$ cat src/rtl/uart_tx_arbiter_if.sv
// Handshake bundle between byte producers, the tx arbiter and the Uart8 transmit side.
interface uart_tx_arbiter_if #(
  parameter int NUM_REQ = 4
);
  logic                 enable;
  logic [NUM_REQ-1:0]   req_valid;
  logic [8*NUM_REQ-1:0] req_data;
  logic [NUM_REQ-1:0]   req_ready;
  logic [NUM_REQ-1:0]   req_done;
  logic [2:0]           grant_id;
  logic                 busy;
  logic                 err;
  logic                 uartEn;
  logic                 txStart;
  logic [7:0]           txByte;
  logic                 txBusy;
  logic                 txDone;

  // Arbiter side: takes requests and Uart8 status, drives grants and Uart8 controls.
  modport slave (
    input  enable, req_valid, req_data, txBusy, txDone,
    output req_ready, req_done, grant_id, busy, err, uartEn, txStart, txByte
  );

  // Producer / Uart8 side: the mirror image of the arbiter view.
  modport master (
    output enable, req_valid, req_data, txBusy, txDone,
    input  req_ready, req_done, grant_id, busy, err, uartEn, txStart, txByte
  );
endinterface

$ cat src/rtl/uart_tx_arbiter.sv
// Round-robin arbiter that shares one Uart8 transmitter among NUM_REQ byte producers.
// A grant latches the byte, raises txStart until Uart8 reports txBusy, then waits for the
// frame to end and pulses the owner's done. A START that never sees txBusy aborts with err.
module uart_tx_arbiter #(
  parameter int NUM_REQ       = 4,
  parameter int START_TIMEOUT = 65535
) (
  input logic              clk,
  input logic              reset,
  uart_tx_arbiter_if.slave bus
);

  localparam int IW = $clog2(NUM_REQ);
  localparam int TW = ($clog2(START_TIMEOUT + 1) > 16) ? $clog2(START_TIMEOUT + 1) : 16;
  localparam logic [TW-1:0] TIMEOUT_LAST = TW'(START_TIMEOUT - 1);
  localparam logic [TW-1:0] COUNT_MAX    = '1;

  typedef enum logic [1:0] {
    IDLE  = 2'd0,
    START = 2'd1,
    BUSY  = 2'd2
  } state_t;

  state_t             r_state;
  logic [IW-1:0]      r_rrPtr;
  logic [2:0]         r_grantId;
  logic [7:0]         r_txByte;
  logic               r_txStart;
  logic               r_err;
  logic               r_uartEn;
  logic [NUM_REQ-1:0] r_reqReady;
  logic [NUM_REQ-1:0] r_reqDone;
  logic [TW-1:0]      r_timeout;

  logic               w_found;
  logic [IW-1:0]      w_winner;
  logic [IW-1:0]      w_scanIdx;
  logic [7:0]         w_reqBytes [NUM_REQ];
  logic               w_unusedTxDone;

  // txDone is redundant with the falling edge of txBusy, which is what sequences the FSM.
  assign w_unusedTxDone = bus.txDone;

  genvar g;
  for (g = 0; g < NUM_REQ; g++) begin : gUnpack
    assign w_reqBytes[g] = bus.req_data[8*g +: 8];
  end

  // Round-robin scan starting just after the last winner; the first valid requester wins.
  always_comb begin
    w_found   = 1'b0;
    w_winner  = '0;
    w_scanIdx = '0;
    for (int k = 1; k <= NUM_REQ; k++) begin
      w_scanIdx = IW'((int'(r_rrPtr) + k) % NUM_REQ);
      if (!w_found && bus.req_valid[w_scanIdx]) begin
        w_found  = 1'b1;
        w_winner = w_scanIdx;
      end
    end
  end

  // Main FSM with registered outputs; rr pointer always equals the current owner while busy.
  always_ff @(posedge clk or posedge reset) begin
    if (reset) begin
      r_state    <= IDLE;
      r_rrPtr    <= IW'(NUM_REQ - 1);
      r_grantId  <= '0;
      r_txByte   <= '0;
      r_txStart  <= 1'b0;
      r_err      <= 1'b0;
      r_uartEn   <= 1'b0;
      r_reqReady <= '0;
      r_reqDone  <= '0;
      r_timeout  <= '0;
    end else begin
      r_uartEn   <= bus.enable;
      r_reqReady <= '0;
      r_reqDone  <= '0;
      r_err      <= 1'b0;
      unique case (r_state)
        IDLE: begin
          if (bus.enable && w_found) begin
            r_state              <= START;
            r_txStart            <= 1'b1;
            r_txByte             <= w_reqBytes[w_winner];
            r_grantId            <= 3'(w_winner);
            r_rrPtr              <= w_winner;
            r_reqReady[w_winner] <= 1'b1;
            r_timeout            <= '0;
          end
        end
        START: begin
          if (bus.txBusy) begin
            r_txStart <= 1'b0;
            r_state   <= BUSY;
          end else if (r_timeout == TIMEOUT_LAST) begin
            r_txStart <= 1'b0;
            r_err     <= 1'b1;
            r_state   <= IDLE;
          end else if (r_timeout != COUNT_MAX) begin
            r_timeout <= r_timeout + TW'(1);
          end
        end
        BUSY: begin
          if (!bus.txBusy) begin
            r_reqDone[r_rrPtr] <= 1'b1;
            r_state            <= IDLE;
          end
        end
        default: begin
          r_txStart <= 1'b0;
          r_state   <= IDLE;
        end
      endcase
    end
  end

  assign bus.req_ready = r_reqReady;
  assign bus.req_done  = r_reqDone;
  assign bus.grant_id  = r_grantId;
  assign bus.busy      = (r_state != IDLE);
  assign bus.err       = r_err;
  assign bus.uartEn    = r_uartEn;
  assign bus.txStart   = r_txStart;
  assign bus.txByte    = r_txByte;

endmodule
$ cat src/flat_wrapper.sv
// flat-port wrapper written by rule: the top's interface ports become plain ports
module uart_tx_arbiter_flat 
#(
  parameter int NUM_REQ       = 4,
  parameter int START_TIMEOUT = 65535
)
  (clk, reset, bus_enable, bus_req_valid, bus_req_data, bus_txBusy, bus_txDone, bus_req_ready, bus_req_done, bus_grant_id, bus_busy, bus_err, bus_uartEn, bus_txStart, bus_txByte);
  uart_tx_arbiter_if #(.NUM_REQ(NUM_REQ)) bus_i ();
  input logic clk;
  input logic reset;
  input wire logic [$bits(bus_i.enable)-1:0] bus_enable;
  input wire logic [$bits(bus_i.req_valid)-1:0] bus_req_valid;
  input wire logic [$bits(bus_i.req_data)-1:0] bus_req_data;
  input wire logic [$bits(bus_i.txBusy)-1:0] bus_txBusy;
  input wire logic [$bits(bus_i.txDone)-1:0] bus_txDone;
  output wire logic [$bits(bus_i.req_ready)-1:0] bus_req_ready;
  output wire logic [$bits(bus_i.req_done)-1:0] bus_req_done;
  output wire logic [$bits(bus_i.grant_id)-1:0] bus_grant_id;
  output wire logic [$bits(bus_i.busy)-1:0] bus_busy;
  output wire logic [$bits(bus_i.err)-1:0] bus_err;
  output wire logic [$bits(bus_i.uartEn)-1:0] bus_uartEn;
  output wire logic [$bits(bus_i.txStart)-1:0] bus_txStart;
  output wire logic [$bits(bus_i.txByte)-1:0] bus_txByte;
  assign bus_i.enable = bus_enable;
  assign bus_i.req_valid = bus_req_valid;
  assign bus_i.req_data = bus_req_data;
  assign bus_i.txBusy = bus_txBusy;
  assign bus_i.txDone = bus_txDone;
  assign bus_req_ready = bus_i.req_ready;
  assign bus_req_done = bus_i.req_done;
  assign bus_grant_id = bus_i.grant_id;
  assign bus_busy = bus_i.busy;
  assign bus_err = bus_i.err;
  assign bus_uartEn = bus_i.uartEn;
  assign bus_txStart = bus_i.txStart;
  assign bus_txByte = bus_i.txByte;
  uart_tx_arbiter #(.NUM_REQ(NUM_REQ), .START_TIMEOUT(START_TIMEOUT)) u_core (.clk(clk), .reset(reset), .bus(bus_i));
endmodule
$ cat config.mk
export PLATFORM = sky130hd
export DESIGN_NAME = uart_tx_arbiter_flat
export DESIGN_NICKNAME = d
export VERILOG_FILES = /design/src/rtl/uart_tx_arbiter_if.sv /design/src/rtl/uart_tx_arbiter.sv /design/src/flat_wrapper.sv
export SDC_FILE = /design/constraint.sdc
export NUM_CORES = 1
export LEC_CHECK = 0
export CORE_MARGIN = 10
export CORE_UTILIZATION = 25
export DETAILED_ROUTE_END_ITERATION = 10
export HOLD_SLACK_MARGIN = 0.12
export PLACE_DENSITY_LB_ADDON = 0.12
export SLEW_MARGIN = 20
export SYNTH_ARGS = -nofsm -noshare
export SYNTH_HDL_FRONTEND = slang
export SYNTH_SLANG_ARGS = --single-unit
export TNS_END_PERCENT = 1
$ cat constraint.sdc
create_clock -name clk -period 5.82 [get_ports clk]
set_input_delay 1.164 -clock clk [delete_from_list [all_inputs] [get_ports clk]]
set_output_delay 1.164 -clock clk [all_outputs]
set_load 0.02 [all_outputs]
* Yosys cells after proc, flatten, opt, wreduce, memory -nomap -nowiden
Index checks and enable logic that the tools add are counted.
** Storage, ports and cells
- Flip-flop bits (word level) :: 41
- Bits of input ports :: 41
- Word-level logic and storage cells :: 96
- Output and inout bits :: 23
** Cells by class
- Equality and inequality tests :: 10
- Add/subtract/negate cells :: 5
- Order comparisons :: 9
- Bitwise operators :: 2
- Multiplexer cells :: 44
- Reduce and logical (&&, ||, !) cells :: 16
** Operators with widths (count)
- 16-bit 2-to-1 mux :: 4
- 16-bit one-hot mux with 2 select lines :: 1
- 2-bit by 3-bit less-than comparator with 1-bit output, second input constant :: 6
- 16-bit by 1-bit adder with 16-bit output, second input constant :: 1
- 8-bit binary-select mux with 2-bit select :: 1
- 16-bit equality test, second input constant :: 1
- 1-bit 2-to-1 mux :: 16
- 2-bit 2-to-1 mux :: 8
- 4-bit 2-to-1 mux :: 4
- 8-bit 2-to-1 mux :: 2
- 16-bit != test, second input constant :: 1
- 1-bit binary-select mux with 2-bit select :: 4
- 1-bit logical AND :: 6
- 2-bit != test, second input constant :: 3
- 2-bit one-hot mux with 3 select lines :: 1
- 3-bit AND reduction :: 2
- 5-bit AND reduction :: 1
- 2-bit by 1-bit adder with 2-bit output, second input constant :: 2
- 2-bit adder, second input constant :: 2
- 1-bit demux with 2-bit select :: 2
- 2-bit by 1-bit greater-or-equal comparator with 1-bit output, second input constant :: 2
- 2-bit by 1-bit != test with 1-bit output, second input constant :: 2
- 2-bit nonzero test :: 2
- 3-bit greater-or-equal comparator, second input constant :: 1
- 9 further kinds :: 11

* Longest topological paths before layout
- Depth after elaboration :: 19
- Depth in mapped cells :: 11
- Depth with buffers taken out :: 7

* Least setup slack after synthesis
OpenSTA, ideal clock, no wires.
- Path kind :: in2reg
- Start :: input port bus_req_valid[2]
- End :: register u_core.r_txByte[0], in the netlist u_core.bus.txByte[0]
- Setup time :: 139 ps
- Cell stages on the path :: 8
- Arrival time :: 2533 ps
- Data required time :: 5681 ps
- Path buffers :: 3
- Slack :: 3148 ps
- Cell sequence :: buf_6 -> mux4_2 -> o211ai_2 -> o21ai_1 -> buf_6 -> buf_8 -> mux2i_1 -> o221ai_1
** Between the ends
- Longest elaborated chain between the ends :: 16
- Elaborated cells on any way between the ends :: 28
- Those cells by class :: mux (19); bitwise (1); reduce/logical (8)
** Ends and longest elaborated chain
- start: declaration :: line flat_wrapper.sv:12 : input wire logic [$bits(bus_i.req_valid)-1:0] bus_req_valid;
- 1-bit binary-select mux with 2-bit select :: line uart_tx_arbiter.sv:56 : if (!w_found && bus.req_valid[w_scanIdx]) begin
- 1-bit 2-to-1 mux (implied by the code) :: line uart_tx_arbiter.sv:56
- 1-bit 2-to-1 mux :: line uart_tx_arbiter.sv:56
- 1-bit zero test :: line uart_tx_arbiter.sv:56
- 1-bit logical AND :: line uart_tx_arbiter.sv:56
- 1-bit 2-to-1 mux :: line uart_tx_arbiter.sv:56
- 1-bit zero test :: line uart_tx_arbiter.sv:56
- 1-bit logical AND :: line uart_tx_arbiter.sv:56
- 1-bit 2-to-1 mux :: line uart_tx_arbiter.sv:56
- 1-bit zero test :: line uart_tx_arbiter.sv:56
- 1-bit logical AND :: line uart_tx_arbiter.sv:56
- 2-bit 2-to-1 mux :: line uart_tx_arbiter.sv:56
- 2-bit inverter with 3-bit output (implied by the code) :: line uart_tx_arbiter.sv:86 : r_txByte <= w_reqBytes[w_winner];
- 8-bit binary-select mux with 2-bit select :: line uart_tx_arbiter.sv:86
- 8-bit 2-to-1 mux (implied by the code) (2 in a row) :: line uart_tx_arbiter.sv:86
- end signal: assignment :: line uart_tx_arbiter.sv:86
- end: declaration :: line uart_tx_arbiter.sv:27 : logic [7:0] r_txByte;
Parallel ways exist; a longest one is shown, timed or not. The select of a mux whose other input is x is not followed.
A chain may end at the register's enable or synchronous reset.

* Final worst setup path
- Start :: input port bus_req_valid[3]
- End :: register u_core.r_txByte[6], in the netlist u_core.bus.txByte[6]
Same word-level chain as after synthesis.

==> results by group <==
Die
  • Row cnt: 34
  • Die area: 13300 µm²
  • Core ar.: 8810 µm²
  • DIE WIDTH: around 120 µm
  • I/O pins: 64
  • Initial Util: 0.259
  • Die height: 115 µm

Power and ir drop
  • VDD IR max: 0.132 mV
  • Leak: 1.35 nW
  • Power Density: 430 nW/µm²

Placed design
  • DP Cell Count: about 380
  • GPL Wtd Cong: 0.761
  • DP Worst Slack: around 2.4 ns
  • IO Port Bufs: 61
  • DP HPWL: 4190 µm

Global routing
  • Vias in the first global route: 1874
  • Initial antenna violation count: 0
  • First-pass GRT wire length: 9380 µm
  • Largest net degree at the start of global routing: 42
  • Overflow after GRT: 0
  • Tot GR Track Use: 0.0858

Final layout
  • Nets: roughly 320
  • Non-filler instance count after layout: 385
  • # diodes: 0
  • Commonest non-fill, non-tap cell in the layout: clkdlybuf4s50_1
  • Share of cells above drive strength 1: 0.0830
  • Area added between synthesis and finish: 36.7%
  • Commonest non-fill, non-tap cells in the layout: 61 x clkdlybuf4s50_1, 39 x dfrtp_1, 21 x nand2_1, 19 x mux2i_1, 18 x nor2_1

STA
  • Final TNS setup: 0 ns
  • Final Hold Fails: 0
  • Slew headroom: 0.496
  • Min Tclk post-route: 3.13 ns
  • Slew Limit Fails: 0
  • Slew @ Worst Pin: 0.753 ns
  • Setup violations, final: 0
  • Final period util: 0.537
  • Setup Skew: 0.0129 ns
  • Fmax: 0.320 GHz
  • Final setup margin: between 2 and 3 ns
  • RSZ-0062 raised after global routing: no

Yosys
  • Warnings, synthesis: 0
  • Largest family of logic cells by synthesized area: simple AND/OR/NAND/NOR gates
  • Synth async-reset ratio: 1.00
  • Cell count after synthesis: 216
  • Compound-Gate Fraction of Synth Area: 0.133
  • Post-Synth Adder-Cell Area: 0.0329
  • Yosys top cell by area: dfrtp_1
  • Avg Inst Size Synth: approximately 11 µm²
  • Post-synth top area share: 0.428
  • Register bit total from synthesis: slightly above 40
  • Syn nets: 263
  • Post-synth cell types: 47
  • Post-Synth Simple-Gate Area: 0.183
  • Register area share after synthesis: 0.451
  • Cell Area, Synth: between 2000 and 2500 µm²
  • Largest cells by area after synthesis: dfrtp_1 43%, mux2i_1 8.3%, xor2_1 4.6%
  • Post-synthesis xor/xnor area fraction: 0.0461
  • Post-synthesis mux area share: 0.113
  • Post-synth EDFFs: 0
  • Post-synth top flop: dfrtp_1

Route
  • DRT antenna net count: 0
  • DRC violations left: 0
  • DR WL/cell: 14.8 µm
  • Vias/cell: 4.70
  • Vias after detailed routing: 1810
  • Initial DRC Count: 42
  • Final wirelength: around 5700 µm
  • Drt pass-1 iters: 4

CTS
  • CTS tree: yes
  • Clk root buf: clkbuf_8
  • Post-CTS setup buffer count: 0
  • Clk sink count: 41
  • Clock buffer depth: 2
  • Hold-fix buffers at CTS: 0
  • Worst skew pair latency: 0.30 ns
  • Post_cts resized: 0
  • H-tree depth: 2
  • Cts bufs inserted: 5
  • Clock Pin Slew Worst Setup and Hold Paths: about 0.090 ns

Worst setup path
  • Slowest Stage Delay on Critical Path: 0.61 ns
  • R2R setup slack: 3.12 ns
  • Critical-path top delay cell: clkdlybuf4s50_1
  • CP Launch Type: input port
  • CP Data Arrival Time: 3.29 ns
  • Worst path cell trace: clkdlybuf4s50_1 -> mux4_2 -> nand2b_1 -> o2111ai_1 -> a21o_1 -> o221ai_1
  • Maximum fanout along the worst path: 12
  • Required @ worst endpoint: 5.98 ns
  • Worst setup path category: input port to flip-flop
  • CP endpoint kind: flip-flop

Run
  • Max-cap violations: 0

Worst hold path
  • Worst Hold Class: flip-flop to flip-flop

Run status
  • Status: complete, no violations
## cells in the mapped netlist, drive strengths merged (3+ instances only)
cell and count:
ha 6, clkbuf 4, o221ai 8, o21ai 6
a21oi 4, a21o 3, o2111ai 7, nand4 4
xor2 12, and4 4, nand2 21, nand3 5
nor2 19, and3 4, inv 5, and2 11
buf 6, mux2i 19, dfrtp 39, o211ai 4
## critical path, delay by kind of cell
family	cells	cell delay, ns
muxes	1	0.59
and+or+nand+nor	1	0.17
AOI/OAI and AO/OA	3	0.75
buffers and inverters	1	0.61
## logic make-up after synthesis
logic type / after synthesis
AOI/OAI and AO/OA: 39
xor gates and xnor gates: 12
adders and majority gates: 6
buffers and inverters: 15
DFF: 41
muxes: 23
other: 1
and+or+nand+nor: 79
## metrics by stage
step / power [mW] / cell area (µm²) / hold slack [ns] / utilization
2_1_floorplan: 0.870 / 2280 / 0.482 / -
3_3_place_gp: 1.08 / 2970 / 0.461 / 0.338
3_5_place_dp: 1.09 / 2980 / 0.473 / 0.338
4_1_cts: 1.37 / 3110 / 0.494 / 0.354
5_1_grt: 1.45 / 3110 / 0.525 / 0.354
6_report: 1.34 / 3110 / 0.489 / 0.354
## path summary, 6_finish.rpt
path / start / endpoint / cells past startpoint
max in group asynchronous: reset / u_core.r_rrPtr[1] / 3
worst max register to register: u_core.r_rrPtr[0] / u_core.bus.txByte[6] / 7
worst max-delay path: bus_req_valid[3] / u_core.bus.txByte[6] / 6
worst min register to register: u_core.bus.grant_id[0] / u_core.bus.grant_id[0] / 1
worst min-delay path: u_core.bus.grant_id[0] / u_core.bus.grant_id[0] / 1
min in group asynchronous: reset / u_core.bus.txByte[3] / 3
## power by group
part           switching (mW)  internal [mW]  total (mW)  leakage (nW)
Combinational           0.346          0.297       0.643         0.738
Sequential             0.0618          0.360       0.422         0.541
Clock                   0.104          0.171       0.275        0.0681
Total                   0.512          0.827        1.34          1.35
## state kept, by name, indices dropped and copies added (netlist names)
name / cells
u_core.bus.uartEn: 1
u_core.r_rrPtr: 2
u_core.bus.txStart: 1
u_core.bus.req_done: 4
u_core.r_timeout: 16
u_core.bus.req_ready: 4
u_core.bus.txByte: 8
u_core.r_state: 2
u_core.bus.grant_id: 2
u_core.bus.err: 1
## layer usage
layer | GRT usage | wire length [µm] | vias to the layer above
li1 | - | - | 903
met2 | 0.129 | 2380 | 50
met3 | 0.0455 | 558 | 6
met5 | 0 | 0 | -
met4 | 0.0228 | 50 | 0
met1 | 0.105 | 2700 | 851
## layout make-up
| cell class | instances | area, µm² |
|---|---|---|
| timing repair buffer | 63 | 626 |
| tap | 108 | 135 |
| clock inverter | 3 | 65.1 |
| sequential | 41 | 1030 |
| clock buffer | 5 | 68.8 |
| multi-input combinational | 160 | 1170 |
| inverter | 5 | 18.8 |
| fill | 907 | 5690 |
No activity file was read; power rests on OpenSTA's default activity.
